## src/rtl/ram_rr_arbiter.sv

```systemverilog
// Round-robin arbiter sharing one single-cycle-latency RAM between NUM_PORTS requesters.
// Optional atomic lock support is compiled in with `define RAM_ARB_LOCK_EN.
module ram_rr_arbiter #(
  parameter int NUM_PORTS  = 4,
  parameter int ADDR_WIDTH = 32,
  parameter int DATA_WIDTH = 32
) (
  input  logic                              clk,
  input  logic                              rst_n,
  input  logic [NUM_PORTS-1:0]              req_i,
  output logic [NUM_PORTS-1:0]              gnt_o,
  output logic [NUM_PORTS-1:0]              rvalid_o,
  input  logic [NUM_PORTS*ADDR_WIDTH-1:0]   addr_i,
  input  logic [NUM_PORTS-1:0]              we_i,
  input  logic [NUM_PORTS*DATA_WIDTH/8-1:0] be_i,
  input  logic [NUM_PORTS*DATA_WIDTH-1:0]   wdata_i,
  input  logic [NUM_PORTS-1:0]              lock_i,
  output logic [DATA_WIDTH-1:0]             rdata_o,
  output logic                              ram_en_o,
  output logic [ADDR_WIDTH-1:0]             ram_addr_o,
  output logic                              ram_we_o,
  output logic [DATA_WIDTH/8-1:0]           ram_be_o,
  output logic [DATA_WIDTH-1:0]             ram_wdata_o,
  input  logic [DATA_WIDTH-1:0]             ram_rdata_i
);

  localparam int PW = $clog2(NUM_PORTS);
  localparam int BW = DATA_WIDTH / 8;

  logic [PW-1:0]        r_ptr;
  logic [NUM_PORTS-1:0] r_rvalid;
  logic [PW-1:0]        w_win;
  logic [PW-1:0]        w_next;
  logic                 w_any;
  int                   w_idx;

`ifdef RAM_ARB_LOCK_EN
  logic          r_locked;
  logic [PW-1:0] r_owner;
`else
  logic          w_unused_lock;
  assign w_unused_lock = ^lock_i;
`endif

  always_comb begin
    w_win = '0;
    w_any = 1'b0;
    w_idx = 0;
    for (int i = 0; i < NUM_PORTS; i++) begin
      w_idx = int'(r_ptr) + i;
      if (w_idx >= NUM_PORTS) w_idx = w_idx - NUM_PORTS;
      if (!w_any && req_i[w_idx]) begin
        w_any = 1'b1;
        w_win = PW'(w_idx);
      end
    end
`ifdef RAM_ARB_LOCK_EN
    // A held lock overrides the rotation only while its owner keeps requesting.
    if (r_locked && req_i[r_owner]) begin
      w_any = 1'b1;
      w_win = r_owner;
    end
`endif
  end

  assign w_next = (int'(w_win) == NUM_PORTS - 1) ? '0 : w_win + PW'(1);

  assign gnt_o       = w_any ? (NUM_PORTS'(1) << w_win) : '0;
  assign ram_en_o    = |req_i;
  assign ram_addr_o  = addr_i[w_win*ADDR_WIDTH +: ADDR_WIDTH];
  assign ram_we_o    = we_i[w_win];
  assign ram_be_o    = be_i[w_win*BW +: BW];
  assign ram_wdata_o = wdata_i[w_win*DATA_WIDTH +: DATA_WIDTH];
  assign rdata_o     = ram_rdata_i;
  assign rvalid_o    = r_rvalid;

  always_ff @(posedge clk or negedge rst_n) begin
    if (!rst_n) begin
      r_ptr    <= '0;
      r_rvalid <= '0;
`ifdef RAM_ARB_LOCK_EN
      r_locked <= 1'b0;
      r_owner  <= '0;
`endif
    end else begin
      r_rvalid <= gnt_o;
`ifdef RAM_ARB_LOCK_EN
      if (w_any) begin
        r_locked <= lock_i[w_win];
        if (lock_i[w_win]) r_owner <= w_win;
        else               r_ptr   <= w_next;
      end else begin
        r_locked <= 1'b0;
      end
`else
      if (w_any) r_ptr <= w_next;
`endif
    end
  end

endmodule

```

## config.mk

```make
export PLATFORM = sky130hd
export DESIGN_NAME = ram_rr_arbiter
export DESIGN_NICKNAME = d
export VERILOG_FILES = /design/src/rtl/ram_rr_arbiter.sv
export SDC_FILE = /design/constraint.sdc
export NUM_CORES = 1
export LEC_CHECK = 0
export BUFFER_PORTS_ARGS = -buffer_cell sky130_fd_sc_hd__buf_2
export CAP_MARGIN = 40
export CORE_AREA = 2 2 165 167
export DETAILED_ROUTE_END_ITERATION = 16
export DIE_AREA = 0 0 167 169
export GPL_TIMING_DRIVEN = 0
export PLACE_DENSITY_LB_ADDON = 0.1
export SYNTH_ARGS = -nofsm -noshare
export SYNTH_HDL_FRONTEND = slang
export SYNTH_SLANG_ARGS = --single-unit
```

## constraint.sdc

```tcl
create_clock -name clk -period 2 [get_ports clk]
set_input_delay 0 -clock clk [delete_from_list [all_inputs] [get_ports clk]]
set_output_delay 0 -clock clk [all_outputs]
set_load 0.02 [all_outputs]
```

Yosys cells after proc, flatten, opt, wreduce, memory -nomap -nowiden
Index checks and enable logic that the tools add are counted.
Cells by class
  add/sub/neg operators: 8
  shifts and indexed selects: 4
  order comparisons: 9
  mux-type cells: 28
  equality and inequality tests: 1
  reduce and logical (&&, ||, !) cells: 7
Operators with widths (number)
  $shiftx A128 B8 Y32: 2
  $lt A32 B4 Y1 const B: 4
  $mux W32: 4
  $shiftx A16 B5 Y4: 1
  $mux W1: 13
  $sub A3 B3 Y4 const B: 3
  $bmux W1 S2: 5
  $mux W2: 5
  $ge A3 B3 Y1 const B: 3
  $add A2 B2 Y3 const B: 2
  $mux W4: 1
  $reduce_or A4 Y1: 1
  $shl A1 B2 Y4 const A: 1
  $sub A2 B3 Y4 const B: 1
  $add A2 B1 Y3 const B: 1
  $ge A2 B3 Y1 const B: 1
  $logic_and A1 B1 Y1: 3
  $logic_not A1 Y1: 3
  $lt A2 B3 Y1 const B: 1
  $add A2 B1 Y2 const B: 1
  $eq A2 B1 Y1 const B: 1
Word-level totals
  word-level logic and storage cells: 59
  input bits: 318
  bits in registers: 6
  output and inout port bits: 110

Logic depth before layout (Yosys ltp)
  depth after elaboration: 17
  depth in mapped cells: 8
  depth with buffers taken out: 6

Least setup slack after synthesis
OpenSTA, ideal clock, no wires.
  kind: register to register
  start point: reg r_ptr[1]
  end point: reg r_rvalid[0] (netlist: rvalid_o[0])
  slack: 0.118 ns
  arrival: 1.697 ns
  required time: 1.815 ns
  period minus slack after synthesis: 1.882 ns
  buffers on the path: 3
  cell stages (with the launch flop): 8
  library setup time: 0.185 ns
  cell sequence: dfrtp_1 > a21o_1 > a21oi_1 > o22a_2 > buf_6 > buf_12 > buf_8 > nor3_1
On the way
  word-level cells in the longest chain between the ends: 17
  elaborated cells between the ends (all ways): 43
  classes of those cells: add/sub (7); order compare (4); shift (1); mux (25); reduce/logical (6)
RTL lines
  start: declaration: line 30  | logic [PW-1:0] r_ptr;
  start signal: assignment: line 96  | if (w_any) r_ptr <= w_next;
  branches (longest 16 deep; another with $sub A3 B3 Y4)
  $mux W4 (*): line 68  | assign gnt_o = w_any ? (NUM_PORTS'(1) << w_win) : '0;
  net gnt_o[0]: line 11  | output logic [NUM_PORTS-1:0] gnt_o,
  end signal: assignment: line 86  | r_rvalid <= gnt_o;
  end: declaration: line 31  | logic [NUM_PORTS-1:0] r_rvalid;
Mark *: on every way through the listed nets, which the timed path passes. The select of a mux whose other input is x is not followed.
A chain may end at the register's enable or synchronous reset.

Worst setup path after layout
  start point: reg r_ptr[1]
  end point: out ram_wdata_o[12]
On the way
  word-level cells in the longest chain between the ends: 16
  elaborated cells between the ends (all ways): 41
  classes of those cells: add/sub (7); order compare (4); shift (1); mux (23); reduce/logical (6)
RTL lines
  branches (longest 14 deep; another with $sub A3 B3 Y4)
  $mux W2 (*): line 52  | if (!w_any && req_i[w_idx]) begin
  $shiftx A128 B8 Y32 (*): line 73  | assign ram_wdata_o = wdata_i[w_win*DATA_WIDTH +: DATA_WIDTH];
  end: declaration: line 23  | output logic [DATA_WIDTH-1:0] ram_wdata_o,
Every way passes the cells marked *. The select of a mux whose other input is x is not followed.

==> impl_metrics.toml <==
[grt]
grt_max_degree = 11
gr-total-overflow = 0
grtUsageTotal_pct = 9.57
grt_pass1_wl_um = 21400
antenna_found_initial = 0
grt_pass1_vias = 3858

[logic_synthesis]
synth_seq_cells = 6
synth_edf_count = 0
synth-async-reset-ratio_pct = 100
ys_top_cells_by_area = "mux2i_1 (70%), buf_4 (8.4%), buf_12 (5.4%)"
synth-seq-area-share_pct = 5.08
synth_top_flop_cell = "dfrtp_1"
synth_cells = 291
yosysUniqueCellTypes = 23
avgSynthCellArea_sq_um = 10.2
synth.net_count = 610
yosysTopAreaCell = "mux2i_1"
synth_area_sq_um = 2960
synth_top_area_share_pct = 70.1
ys_warn_count = 0

[placed_design]
io_buffers = 391
pre_cts_slack_ps = -105
globalplace.congestion = 0.691
hpwl_um = 12500
dp_cells = 1024

[floorplanning]
chipWidth_um = 167
ios = 428
rows = 60
core-area_sq_um = 26500
start_util_pct = 11.2
die_y_um = 169
dieArea_sq_um = 28200

[layout]
multi_input_area_sq_um = 2260
num-fill-cells = 3001
regArea_sq_um = 151
area_delta_synth_final_pct = 94.5
fin_util_pct = 21.7
nets = 1019
drive_gt1_share_pct = 68.6
layout.cells.non_filler = 1039
antenna_cells = 0

[worst_setup_path]
r2r_setup_slack_ps = 60
reg2reg_depth = 8
path_delay_family = "buffers and inverters"
timing.rr.start = "r_ptr[1]"
path_buf_inv = 5
endpoint_kind = "primary output"
path_cells = "a21o_1 -> a21oi_2 -> o22a_2 -> buf_12 -> buf_16 -> buf_12 -> buf_16 -> mux2i_1 -> mux2i_1 -> buf_2"
crit_fanout = 8
r2r_end = "r_ptr[1]"
worst_setup_path_start_kind = "register"
cp.required_ps = 2000
slowest_delay_ps = 420
cp_data_arrival_time_ps = 2020
slowest_stage = "dfrtp_2"
worstSetupPathType = "register to primary output"
critPathLaunch = "r_ptr[1]"

[clock_network]
clockBufferDepth = 2
cts_tree = "done"
clk_pin_slew_worst_paths_ps = 30
cts-root-buf = "clkbuf_16"
worstSkewPairLatency_ps = 230
clkSinkCount = 6
cts_buffers = 3
htree_levels = 1

[flow_run]
drv_cap = 0

[sta]
fin_crit_ps = 2020
final_max_slew_viol_count = 0
post-route-period-util_pct = 101
fmax_ghz = 0.494
setup_viol = 16
rsz0062_at_grt = "true"
hold_viol_final = 0
tightest_slew_ps = 330
setup_ws_ps = -23.0
slew_headroom_pct = 78.0
fin_worst_skew_ps = 2.46

[power_and_ir_drop]
cellLeakagePower_nw = 3.33
ir_worst_vdd_mv = 0.303
power_per_cell_area_nw_per_um2 = 1040
total_power_mw = 5.96

[drt]
drc = 0
firstDrtPassIters = 4
dr.first_iter.drc_count = 52
via_count = 3719
vias_per_cell = 3.58
ant_nets = 0
routed_wl_um = 14900
routedWlPerCell_um = 14.4

[status]
outcome = "finished, violations left"
failed_checks = "setup timing"

[worst_hold_path]
hp-class = "primary input to async pin"
what timing repair did:
item | CTS | global route
gates resized for setup | 35 | 16
hold buffers | 1 | 0
setup endpoints to repair | 73 | 73
hold endpoints to repair | 6 | 0
gates cloned | 3 | 1
pin swaps | 2 | 0
buffers inserted | 8 | 0
synthesized netlist by cell type (2+ instances only):
| library cell | number |
|---|---|
| buf_12 | 8 |
| dfrtp_1 | 6 |
| buf_4 | 33 |
| inv_1 | 4 |
| a21oi_1 | 4 |
| bufbuf_8 | 6 |
| nor2b_1 | 2 |
| mux2i_1 | 207 |
| buf_2 | 7 |
layout by cell type, fill, tap and decap left out, types with 4 or more instances in the layout:
master,n
mux2i_2,6
buf_12,14
dfrtp_1,5
clkbuf_16,4
buf_6,7
buf_4,48
buf_2,382
mux2i_1,200
logic make-up after synthesis:
| family | Yosys count | share of synthesized area (%) |
|---|---|---|
| fa+ha+maj | 1 | 0.423 |
| buf+inv | 60 | 20.2 |
| flops | 6 | 5.08 |
| compound gates | 8 | 1.91 |
| simple gates | 8 | 1.90 |
| mux | 208 | 70.5 |
sequential cells by signal (all words and copies together), names as in the netlist:
signal and flops:
rvalid_o 4, r_ptr 2
worst max-delay path by stage:
stage | end | slack [ps] | cells past startpoint
finish | ram_wdata_o[12] | -20 | 10
global route | ram_addr_o[3] | -150 | 9
CTS | ram_wdata_o[9] | -70 | 9
detailed placement | r_ptr[1] | -110 | 8
global placement | r_ptr[1] | -110 | 8
floorplan | rvalid_o[0] | 120 | 7
area by class of cell:
cell class / count / share of cell area (%)
Sequential cell: 6 / 2.63
Clock buffer: 3 / 1.31
Buffer: 56 / 11.2
Multi-Input combinational cell: 225 / 39.3
Inverter: 4 / 0.261
Timing Repair Buffer: 404 / 37.8
Tap cell: 341 / 7.42
stage by stage:
stage          TNS [ps]  area, sq um  hold slack [ps]
5_1_grt           -6980         5750              155
3_5_place_dp       -128         5350             -155
3_3_place_gp       -114         5340             -157
4_1_cts           -1810         5670              141
6_report           -199         5750              134
2_1_floorplan         0         2960             -296
per-layer routing:
layer | vias up | global-route usage (%) | routed length, um
met1 | 1648 | 10.2 | 5500
met4 | 0 | 1.09 | 61
met2 | 204 | 19.8 | 8240
met5 | - | 0 | 0
li1 | 1863 | - | -
met3 | 4 | 1.85 | 1110
report_power, final:
part	switching [mW]	total, mW	leakage, nW	internal (mW)
Clock	0.0652	0.322	0.0370	0.256
Combinational	2.79	5.44	3.22	2.64
Sequential	0.0326	0.206	0.0740	0.174
(Power assumes the default switching activity.)
